`src/rtl/multicycle_control_pkg.sv`:
```
// Shared definitions for the multi-cycle LEGv8 main control FSM:
// opcode constants, state and instruction-class enums, ALU select encodings.
package multicycle_control_pkg;

  localparam logic [10:0] OP_ADD  = 11'b10001011000;
  localparam logic [10:0] OP_SUB  = 11'b11001011000;
  localparam logic [10:0] OP_AND  = 11'b10001010000;
  localparam logic [10:0] OP_ORR  = 11'b10101010000;
  localparam logic [10:0] OP_LDUR = 11'b11111000010;
  localparam logic [10:0] OP_STUR = 11'b11111000000;

  // Branch opcodes are matched on their prefix only; the low bits carry immediate.
  localparam logic [7:0] PFX_CBZ  = 8'b10110100;
  localparam logic [7:0] PFX_CBNZ = 8'b10110101;
  localparam logic [5:0] PFX_B    = 6'b000101;

  typedef enum logic [3:0] {
    ST_FETCH,
    ST_DECODE,
    ST_MEM_ADDR,
    ST_MEM_RD,
    ST_MEM_WB,
    ST_MEM_WR,
    ST_R_EXEC,
    ST_R_WB,
    ST_CBRANCH,
    ST_JUMP,
    ST_HALT
  } state_t;

  typedef enum logic [1:0] {
    ALU_OP_ADD    = 2'b00,
    ALU_OP_PASS_B = 2'b01,
    ALU_OP_FUNCT  = 2'b10
  } alu_op_t;

  localparam logic [1:0] SRC_B_REG     = 2'b00;
  localparam logic [1:0] SRC_B_FOUR    = 2'b01;
  localparam logic [1:0] SRC_B_IMM     = 2'b10;
  localparam logic [1:0] SRC_B_IMM_SH2 = 2'b11;

  typedef enum logic [2:0] {
    CLS_RTYPE,
    CLS_LOAD,
    CLS_STORE,
    CLS_CBZ,
    CLS_CBNZ,
    CLS_BR,
    CLS_ILL
  } instr_class_t;

endpackage

```
`src/rtl/multicycle_control_instr_class_decode.sv`:
```
// Combinational opcode classifier feeding the main control FSM.
module instr_class_decode
  import multicycle_control_pkg::*;
(
  input  logic [10:0]  opcode,
  output instr_class_t instr_class
);

  always_comb begin
    instr_class = CLS_ILL;
    if (opcode == OP_ADD || opcode == OP_SUB || opcode == OP_AND || opcode == OP_ORR)
      instr_class = CLS_RTYPE;
    else if (opcode == OP_LDUR)
      instr_class = CLS_LOAD;
    else if (opcode == OP_STUR)
      instr_class = CLS_STORE;
    else if (opcode[10:3] == PFX_CBZ)
      instr_class = CLS_CBZ;
    else if (opcode[10:3] == PFX_CBNZ)
      instr_class = CLS_CBNZ;
    else if (opcode[10:5] == PFX_B)
      instr_class = CLS_BR;
  end

endmodule

```
`src/rtl/multicycle_control.sv`:
```
// Main control FSM of the multi-cycle LEGv8 core (fetch/decode/execute/mem/wb).
// Optional macro CBNZ_EN: accept CBNZ and branch on a non-zero register.
module multicycle_control
  import multicycle_control_pkg::*;
(
  input  logic        clk,
  input  logic        rst_n,
  input  logic [10:0] Opcode,
  input  logic        Zero,
  input  logic        Mem_Ready,
  output logic        PC_Write,
  output logic        IorD,
  output logic        Mem_Read,
  output logic        Mem_Write,
  output logic        IR_Write,
  output logic        Reg2Loc,
  output logic        ALU_Src_A,
  output logic [1:0]  ALU_Src_B,
  output logic [1:0]  ALU_Op,
  output logic        PC_Source,
  output logic        Mem_to_Reg,
  output logic        Reg_Write,
  output logic        Illegal,
  output logic        Instr_Retired
);

  state_t       state_q;
  state_t       state_d;
  instr_class_t instr_class;
  alu_op_t      alu_op;
  logic         take_branch;

  instr_class_decode u_decode (
    .opcode      (Opcode),
    .instr_class (instr_class)
  );

  always_ff @(posedge clk or negedge rst_n) begin
    if (!rst_n) state_q <= ST_FETCH;
    else        state_q <= state_d;
  end

`ifdef CBNZ_EN
  // Polarity is latched in DECODE so CBRANCH does not depend on the IR staying put.
  logic cbnz_q;

  always_ff @(posedge clk or negedge rst_n) begin
    if (!rst_n)                     cbnz_q <= 1'b0;
    else if (state_q == ST_DECODE)  cbnz_q <= (instr_class == CLS_CBNZ);
  end

  assign take_branch = cbnz_q ? ~Zero : Zero;
`else
  assign take_branch = Zero;
`endif

  assign ALU_Op = alu_op;

  // Outputs are forced low while rst_n is low even though the state already reads FETCH.
  always_comb begin
    state_d       = state_q;
    PC_Write      = 1'b0;
    IorD          = 1'b0;
    Mem_Read      = 1'b0;
    Mem_Write     = 1'b0;
    IR_Write      = 1'b0;
    Reg2Loc       = 1'b0;
    ALU_Src_A     = 1'b0;
    ALU_Src_B     = SRC_B_REG;
    alu_op        = ALU_OP_ADD;
    PC_Source     = 1'b0;
    Mem_to_Reg    = 1'b0;
    Reg_Write     = 1'b0;
    Illegal       = 1'b0;
    Instr_Retired = 1'b0;
    if (rst_n) begin
      unique case (state_q)
        ST_FETCH: begin
          Mem_Read  = 1'b1;
          ALU_Src_B = SRC_B_FOUR;
          IR_Write  = Mem_Ready;
          PC_Write  = Mem_Ready;
          if (Mem_Ready) state_d = ST_DECODE;
        end
        ST_DECODE: begin
          ALU_Src_B = SRC_B_IMM_SH2;
          case (instr_class)
            CLS_LOAD, CLS_STORE: state_d = ST_MEM_ADDR;
            CLS_RTYPE:           state_d = ST_R_EXEC;
            CLS_CBZ:             state_d = ST_CBRANCH;
`ifdef CBNZ_EN
            CLS_CBNZ:            state_d = ST_CBRANCH;
`else
            CLS_CBNZ:            state_d = ST_HALT;
`endif
            CLS_BR:              state_d = ST_JUMP;
            default:             state_d = ST_HALT;
          endcase
        end
        ST_MEM_ADDR: begin
          ALU_Src_A = 1'b1;
          ALU_Src_B = SRC_B_IMM;
          state_d   = (instr_class == CLS_STORE) ? ST_MEM_WR : ST_MEM_RD;
        end
        ST_MEM_RD: begin
          Mem_Read = 1'b1;
          IorD     = 1'b1;
          if (Mem_Ready) state_d = ST_MEM_WB;
        end
        ST_MEM_WB: begin
          Reg_Write     = 1'b1;
          Mem_to_Reg    = 1'b1;
          Instr_Retired = 1'b1;
          state_d       = ST_FETCH;
        end
        ST_MEM_WR: begin
          Mem_Write     = 1'b1;
          IorD          = 1'b1;
          Reg2Loc       = 1'b1;
          Instr_Retired = Mem_Ready;
          if (Mem_Ready) state_d = ST_FETCH;
        end
        ST_R_EXEC: begin
          ALU_Src_A = 1'b1;
          ALU_Src_B = SRC_B_REG;
          alu_op    = ALU_OP_FUNCT;
          state_d   = ST_R_WB;
        end
        ST_R_WB: begin
          Reg_Write     = 1'b1;
          Instr_Retired = 1'b1;
          state_d       = ST_FETCH;
        end
        ST_CBRANCH: begin
          Reg2Loc       = 1'b1;
          ALU_Src_B     = SRC_B_REG;
          alu_op        = ALU_OP_PASS_B;
          PC_Source     = 1'b1;
          PC_Write      = take_branch;
          Instr_Retired = 1'b1;
          state_d       = ST_FETCH;
        end
        ST_JUMP: begin
          PC_Source     = 1'b1;
          PC_Write      = 1'b1;
          Instr_Retired = 1'b1;
          state_d       = ST_FETCH;
        end
        ST_HALT: begin
          Illegal = 1'b1;
        end
        default: state_d = ST_FETCH;
      endcase
    end
  end

endmodule

```
`config.mk`:
```
export PLATFORM = sky130hd
export DESIGN_NAME = multicycle_control
export DESIGN_NICKNAME = d
export VERILOG_FILES = /design/src/rtl/multicycle_control_pkg.sv /design/src/rtl/multicycle_control_instr_class_decode.sv /design/src/rtl/multicycle_control.sv
export SDC_FILE = /design/constraint.sdc
export NUM_CORES = 1
export LEC_CHECK = 0
export CAP_MARGIN = 5
export CORE_ASPECT_RATIO = 0.9
export CORE_MARGIN = 4
export CORE_UTILIZATION = 35
export CTS_CLUSTER_SIZE = 25
export DETAILED_ROUTE_END_ITERATION = 12
export PLACE_DENSITY = 0.69
export SETUP_SLACK_MARGIN = 0.5
export SYNTH_ARGS = -nofsm -noshare
export SYNTH_HDL_FRONTEND = slang
export SYNTH_HIERARCHICAL = 1
export SYNTH_SLANG_ARGS = --single-unit
```
`constraint.sdc`:
```
create_clock -name clk -period 1.9 [get_ports clk]
set_clock_uncertainty 0.05 [all_clocks]
set_input_delay 0.57 -clock clk [delete_from_list [all_inputs] [get_ports clk]]
set_output_delay 0.57 -clock clk [all_outputs]
set_load 0.01 [all_outputs]
```
After elaboration in Yosys (flattened, before gate mapping). Index checks and enable logic that the tools add are counted.

Flip-flop bits (word level): 4. Input port bits: 15.

Bitwise operators: 1. Mux-type cells: 40. Eq/ne operators: 26. Reduce and logical (&&, ||, !) cells: 14.

Operator list (count): $eq 11x11->1 const B (6); $pmux 4 s7 (1); $mux 1 (22); $mux 3 (6); $eq 4x3->1 const B (4); $eq 8x8->1 const B (2); $pmux 4 s4 (1); $reduce_or 2->1 (7); $eq 4x4->1 const B (3); $mux 4 (3); $eq 4x2->1 const B (2); $eq 3x2->1 const B (2); $eq 6x3->1 const B (1); $mux 2 (3); $ne 2x2->1 const B (3); $pmux 2 s3 (1); $reduce_and 5->1 (1); $eq 4x1->1 const B (1); $logic_not 4->1 (1); $pmux 2 s2 (1); $reduce_or 4->1 (1); $eq 3x1->1 const B (1); $eq 3x3->1 const B (1); $logic_not 3->1 (1); other kinds (4) (6).

Longest topological paths before layout. Gate-level depths: netlist of run 1.

Depth in word-level cells: 11. Mapped depth: 7.

Hierarchy. The synthesis of run 1 kept the hierarchy.

By module, submodules not included: multicycle_control (times used 1, area each 570.5 um^2, seq. area each 100.1 um^2, cells each 80); instr_class_decode (times used 1, area each 133.9 um^2, seq. area each 0.0 um^2, cells each 16).

Worst setup path before layout of run 1. No wires, ideal clock.

Path type: in2reg. Start: in Opcode[0]. End: reg state_q[1]. Stages: 7. Path slack: -0.141 ns. Data arrival time: 1.871 ns. Path buffers: 0. Cells stage by stage: nor4b_4 a22oi_1 o311a_1 xor2_1 and2_1 o32ai_2 a22o_1.

Longest elaborated chain between the ends: 9. Elaborated cells between the ends (all ways): 21. Classes of those cells: 10 x eq/ne; 6 x mux; 5 x reduce/logical.

RTL lines: from (decl) (line multicycle_control.sv:8) `input logic [10:0] Opcode,`; $eq 11x11->1 (line multicycle_control_instr_class_decode.sv:11) `if (opcode == OP_ADD || opcode == OP_SUB || opcode == OP_AND || opcode == OP_ORR)`; $logic_or 1x1->1 (3 in series) (line multicycle_control_instr_class_decode.sv:11); $mux 3 (*) (line multicycle_control_instr_class_decode.sv:11); named net instr_class[1] (line multicycle_control.sv:29) `instr_class_t instr_class;`; $eq 3x2->1 or $eq 3x1->1 (tied branches) (line multicycle_control.sv:87, multicycle_control.sv:103); $reduce_or 2->1 (line multicycle_control.sv:87) `case (instr_class)`; $pmux 4 s4 (line multicycle_control.sv:87); $pmux 4 s7 (*) (line multicycle_control.sv:77) `unique case (state_q)`; to (signal assigned) (line multicycle_control.sv:40) `else state_q <= state_d;`; to (decl) (line multicycle_control.sv:27) `state_t state_q;`.

The timed path passes the listed nets; every way through them passes the cells marked *. A chain may end at the register's enable or synchronous reset.

Worst setup path after layout of run 1.
Start: in Opcode[1]. End: reg state_q[2].

Same word-level chain as after synthesis.

==> results of run 1 <==
==> layout by cell type, fill, tap and decap left out, types with 2 or more instances in the layout <==
cell type and count:
nor3b_4 2, dlygate4sd2_1 2, nand3_4 2, nor2_1 3, buf_2 18, nand2b_4 4
a21oi_2 2, nand2_2 2, clkdlybuf4s15_2 2, buf_4 32, buf_6 28, inv_2 2
nor2_2 8, nor2_4 5, nor3_2 2, nor2b_4 2, a22o_1 2, a21oi_1 3
clkbuf_4 3, nand2_1 6, dfrtp_2 3, nand2_4 2
==> cell usage after synthesis (3+ instances only) <==
cell | number | area (sq um)
a21oi_1 | 6 | 30.0
nor3b_1 | 3 | 22.5
nor3_1 | 3 | 15.0
nand2_1 | 9 | 33.8
buf_2 | 4 | 20.0
nand2b_1 | 3 | 18.8
dfrtp_1 | 4 | 100
nand3_1 | 3 | 15.0
nor2_1 | 14 | 52.6
==> timing repair <==
action / 4_1_cts / 5_1_grt
setup endpoints to repair: 20 / 20
pin swaps: 34 / 22
resized for setup: 164 / 20
buffers inserted: 13 / 7
==> power by group through the flow <==
stage	logic [mW]	registers, mW	clock network, mW
floorplan	0.542	0.132	0
global placement	0.906	0.167	0
detailed placement	0.920	0.167	0
CTS	1.15	0.171	0.104
global route	1.45	0.187	0.116
finish	1.38	0.184	0.112
==> final timing paths <==
path                            startpoint          to  slack (ps)  cells past startpoint
worst max-delay path             Opcode[1]  state_q[2]        -180                      7
worst min-delay path                 rst_n  state_q[3]         410                      3
worst max register to register  state_q[2]  state_q[2]         130                      8
worst min register to register  state_q[3]  state_q[3]         760                      4
max in group asynchronous            rst_n  state_q[1]        1270                      3
min in group clk                state_q[3]  state_q[3]         760                      4
==> critical path, cell delays in order <==
cell             delay (ps)
clkdlybuf4s15_2         230
nor4bb_2                430
nand3_4                 130
o21a_4                  180
or3_1                   360
o22ai_2                 140
a22o_1                  160
==> cell type report <==
type / count / area, sq um / share of cell area, %
multi-input cells: 84 / 868 / 49.6
repair buffers: 85 / 716 / 40.9
flip-flops and latches: 4 / 104 / 5.94
well taps: 25 / 31.3 / 1.79
clock buffers: 3 / 22.5 / 1.29
inverters: 2 / 7.51 / 0.429
==> routing by layer <==
metal | track usage (%) | part of all wire (%) | vias to the layer above
met5 | 0 | 0 | -
met4 | 7.69 | 6.0 | 0
met3 | 2.83 | 6.7 | 31
met2 | 42.7 | 51 | 82
met1 | 30.1 | 36 | 555
li1 | - | - | 518
==> logic make-up (layout without fill, tap and decap cells) <==
family / count (synthesis) / in the layout
AND/OR/NAND/NOR: 55 / 55
AO/OA/AOI/OAI: 26 / 26
buffers and inverters: 8 / 90
flip-flops: 4 / 4
XOR/XNOR: 2 / 2
multiplexers: 1 / 1
==> per-stage QoR <==
step / std cells / power, mW / hold WS, ps
2_1_floorplan: 96 / 0.674 / 224
3_3_place_gp: 180 / 1.07 / 723
3_5_place_dp: 180 / 1.09 / 708
4_1_cts: 196 / 1.43 / 389
5_1_grt: 203 / 1.75 / 424
6_report: 203 / 1.67 / 415
==> impl_metrics.csv, run 1 <==
group,metric,value,unit
yosys,muxShareOfSynthArea,1.42,%
final_layout,largest-register,"state_q",
sta,period_needed,2080,ps
yosys,synthArstFlopShare,100,%
placed_design,placed_area,1350,sq um
die,num_rows,15,
final_layout,fill_cells,73,
yosys,yosys.area_share.simple,47.1,%
yosys,ys_ff_latch,4,
critical_path,cp.required,2020,ps
clock_network,cts_num_sinks,4,
yosys,syn_avg_cell_area,7.34,sq um
clock_network,cts_buffers,3,
final_layout,nets,195,
sta,fin_setup_tns,-1840,ps
power_and_ir_drop,clockPowerShare,6.7,%
route,first_pass_iters,4,
yosys,synthAdderAreaFrac,0,%
die,fp.dieW,55.3,microns
die,die_area,2800,sq um
route,num_vias,1186,
yosys,synth_area,704,sq um
power_and_ir_drop,power_frac_seq,11.0,%
route,drc,0,
sta,final-setup-viol-count,18,
grt,grt_first_pass_wirelength,5350,microns
grt,grt_max_degree,9,
placed_design,dp_slack,-862,ps
die,die_h,50.6,microns
placed_design,dp_hpwl,2040,microns
final_layout,area_delta_synth_final,148,%
die,start_util,36.8,%
final_layout,utilization,91.4,%
placed_design,io_buffers,30,
yosys,synth_compound_gate_area_share,28.2,%
worst_hold_path,worstHoldPathType,"in -> async",
clock_network,htreeDepth,1,
sta,setup_ws,-184,ps
clock_network,clock-root-buffer,"clkbuf_4",
sta,maxSlewViolCount,0,
route,ant_nets,0,
route,drt-total-wl,4270,microns
grt,overflow,0,
final_layout,antenna_cells,0,
critical_path,start_kind,"input port",
grt,grt_pass1_vias,1116,
clock_network,path_clk_slew,40,ps
clock_network,clockBufferDepth,2,
yosys,synth_xor_area_share,2.49,%
yosys,synth_nets,111,
sta,slew_headroom,72.3,%
critical_path,crit_path_end_kind,"flip-flop",
grt,grtUsageTotal,24.0,%
route,viasPerCell,5.84,
sta,final_hold_viol_count,0,
route,wl_per_cell,21.0,microns
sta,fin_crit_sh,110,%
job,maxCapViolCount,0,
final_layout,layout-drive-gt1-share,79.8,%
grt,antenna_found_initial,0,
final_layout,reg.largest.list,"state_q (4)",
status,status,"complete, but fails checks",
yosys,synth.distinct_cells,49,
die,ioPinCount,31,
critical_path,path_class,"in -> reg",
power_and_ir_drop,p_switching,0.735,mW
placed_design,place_congestion,0.868,
yosys,yosysWarnings,6,
yosys,synth_top_family_by_area,"simple AND/OR/NAND/NOR gates",
final_layout,largest_reg_flops,4,
yosys,synth_edf_count,0,
route,drtIter0Drc,61,
clock_network,cts_tree,"done",
sta,worstMarginPinSlew,409,ps
critical_path,cp.arrival,2210,ps
yosys,synthCells,96,
final_layout,fin_area,1750,sq um
clock_network,clk-insertion-delay-late,240,ps
power_and_ir_drop,leakagePower,0.780,nW
yosys,yosysSeqAreaShare,14.2,%
power_and_ir_drop,p_per_area,955,nW/um^2
power_and_ir_drop,power.share.switching,44.0,%
sta,rsz0062_at_grt,"yes",
critical_path,critPathMaxFanout,5,
power_and_ir_drop,peakVddDrop,0.592,mV
sta,fmax,0.480,GHz
clock_network,ctsHoldBuffers,0,
power_and_ir_drop,p_int,0.935,mW
power_and_ir_drop,p_comb_share,82.3,%
status,violations,"setup timing",
yosys,ys.flop_type,"dfrtp_1",
die,core_area,1910,sq um
(Power assumes the default switching activity.)
==> inputs of run 2 (changes only) <==
- clock period: 1.9 -> 2.1 ns (I/O delays scaled with it)
==> run 2 against run 1 <==
The flow still finishes with violations (setup timing). Sequential power down 13%. Highest routed layer unchanged. Utilization down 0.98 points. Hold slack worse by 160 ps. Sequential share of layout area up 0.064 points.
==> impl_metrics.csv, run 2 (synthesis results as in run 1) <==
group,metric,value,unit
route,wl_per_cell,21.9,microns
final_layout,antenna_cells,0,
grt,grt_pass1_vias,1079,
route,viasPerCell,6.22,
die,core_area,1910,sq um
die,die_h,50.6,microns
critical_path,cp.required,2230,ps
sta,rsz0062_at_grt,"yes",
final_layout,regArea,104,sq um
status,violations,"setup timing",
critical_path,critPathMaxFanout,5,
job,maxCapViolCount,0,
final_layout,largest_reg_flops,4,
placed_design,io_buffers,30,
power_and_ir_drop,leakagePower,0.766,nW
route,met1Wirelength,1610,microns
final_layout,multi_input_area,855,sq um
placed_design,dp_hpwl,2060,microns
critical_path,path_class,"in -> reg",
route,maxUsedRoutingLayer,"met4",
sta,period_needed,2180,ps
final_layout,final_common_cell,"buf_4",
clock_network,clockBufferDepth,2,
sta,worstMarginPinSlew,315,ps
die,num_rows,15,
sta,maxSlewViolCount,0,
sta,setup_ws,-75.8,ps
status,status,"complete, but fails checks",
clock_network,clock-root-buffer,"clkbuf_4",
grt,grtUsageTotal,22.5,%
sta,final-setup-viol-count,6,
critical_path,crit_path_end_kind,"flip-flop",
route,first_pass_iters,4,
clock_network,ctsHoldBuffers,0,
final_layout,fill_cells,84,
clock_network,path_clk_slew,40,ps
power_and_ir_drop,peakVddDrop,0.659,mV
grt,overflow,0,
sta,slew_headroom,78.9,%
route,wl_met2,2200,microns
placed_design,place_congestion,0.873,
sta,fin_setup_tns,-239,ps
power_and_ir_drop,fin_total_pwr,1.38,mW
clock_network,cts_buffers,3,
critical_path,start_kind,"input port",
clock_network,clk-insertion-delay-late,250,ps
die,fp.dieW,55.3,microns
die,die_area,2800,sq um
route,drt-total-wl,4380,microns
final_layout,layout-drive-gt1-share,77.1,%
final_layout,final_cell_mix,"buf_4 (36), buf_6 (26), buf_2 (11)",
route,drc,0,
die,ioPinCount,31,
final_layout,largest-register,"state_q",
route,wl_met3,337,microns
route,num_vias,1244,
grt,antenna_found_initial,0,
final_layout,nets,192,
clock_network,htreeDepth,1,
final_layout,area_delta_synth_final,146,%
clock_network,cts_num_sinks,4,
critical_path,cp.arrival,2300,ps
sta,fmax,0.460,GHz
clock_network,cts_tree,"done",
die,start_util,36.8,%
grt,grt_max_degree,9,
route,ant_nets,0,
route,drtIter0Drc,60,
grt,grt_first_pass_wirelength,5040,microns
sta,final_hold_viol_count,0,
sta,fin_crit_sh,104,%
worst_hold_path,worstHoldPathType,"in -> async",
critical_path,ff2ff_path_depth,5,
power_and_ir_drop,p_per_area,796,nW/um^2
final_layout,reg.largest.list,"state_q (4)",
## run 2: worst paths after layout
check	slack, ps	end	startpoint
max in group asynchronous	1620	state_q[1]	rst_n
setup reg to reg	470	state_q[2]	state_q[0]
setup / recovery	-80	state_q[2]	Opcode[9]
hold / removal	250	state_q[0]	rst_n
min in group clk	700	state_q[0]	rst_n
hold reg to reg	790	state_q[3]	state_q[1]
## run 2: area by class of cell
| class | instances | area share [%] |
|---|---|---|
| Multi-Input combinational cell | 84 | 49.4 |
| Timing Repair Buffer | 82 | 41.1 |
| Sequential cell | 4 | 6.00 |
| Tap cell | 25 | 1.81 |
| Clock buffer | 3 | 1.30 |
| Inverter | 2 | 0.434 |
## run 2: metal layers
| metal | vias to the layer above | track usage, % |
|---|---|---|
| met4 | 0 | 6.88 |
| met5 | - | 0 |
| met2 | 97 | 41.1 |
| li1 | 510 | - |
| met3 | 35 | 3.08 |
| met1 | 602 | 27.2 |
## run 2: timing repair
action	in CTS	in global routing
setup buffers	13	8
gates resized for setup	140	37
setup endpoints to repair	20	20
pin swaps	30	17
## run 2: power breakdown
group / switching (mW) / total, mW / leakage [nW] / internal, mW
clock: 0.0383 / 0.103 / 0.0138 / 0.0644
sequential: 0.0554 / 0.160 / 0.0488 / 0.105
combinational: 0.549 / 1.11 / 0.704 / 0.565
total: 0.642 / 1.38 / 0.766 / 0.735
## run 2: through the flow
| step | utilization, % | worst slack [ps] | cell area (sq um) | hold slack (ps) | std cells |
|---|---|---|---|---|---|
| 5_1_grt | 90.4 | -129 | 1730 | 248 | 200 |
| 4_1_cts | 79.7 | -8.79 | 1530 | 294 | 192 |
| 6_report | 90.4 | -75.8 | 1730 | 255 | 200 |
| 2_1_floorplan | - | -0.115 | 831 | 284 | 96 |
| 3_5_place_dp | 69.6 | -827 | 1330 | 670 | 176 |
| 3_3_place_gp | 69.6 | -807 | 1330 | 662 | 176 |
## run 2: critical path, cell delays in order
cell and delay (ps):
buf_12 90, and4bb_2 270, buf_6 130, a41oi_4 200, a21oi_4 60, buf_6 120, buf_6 110, or3_4 380
o22ai_2 130, a22o_1 180
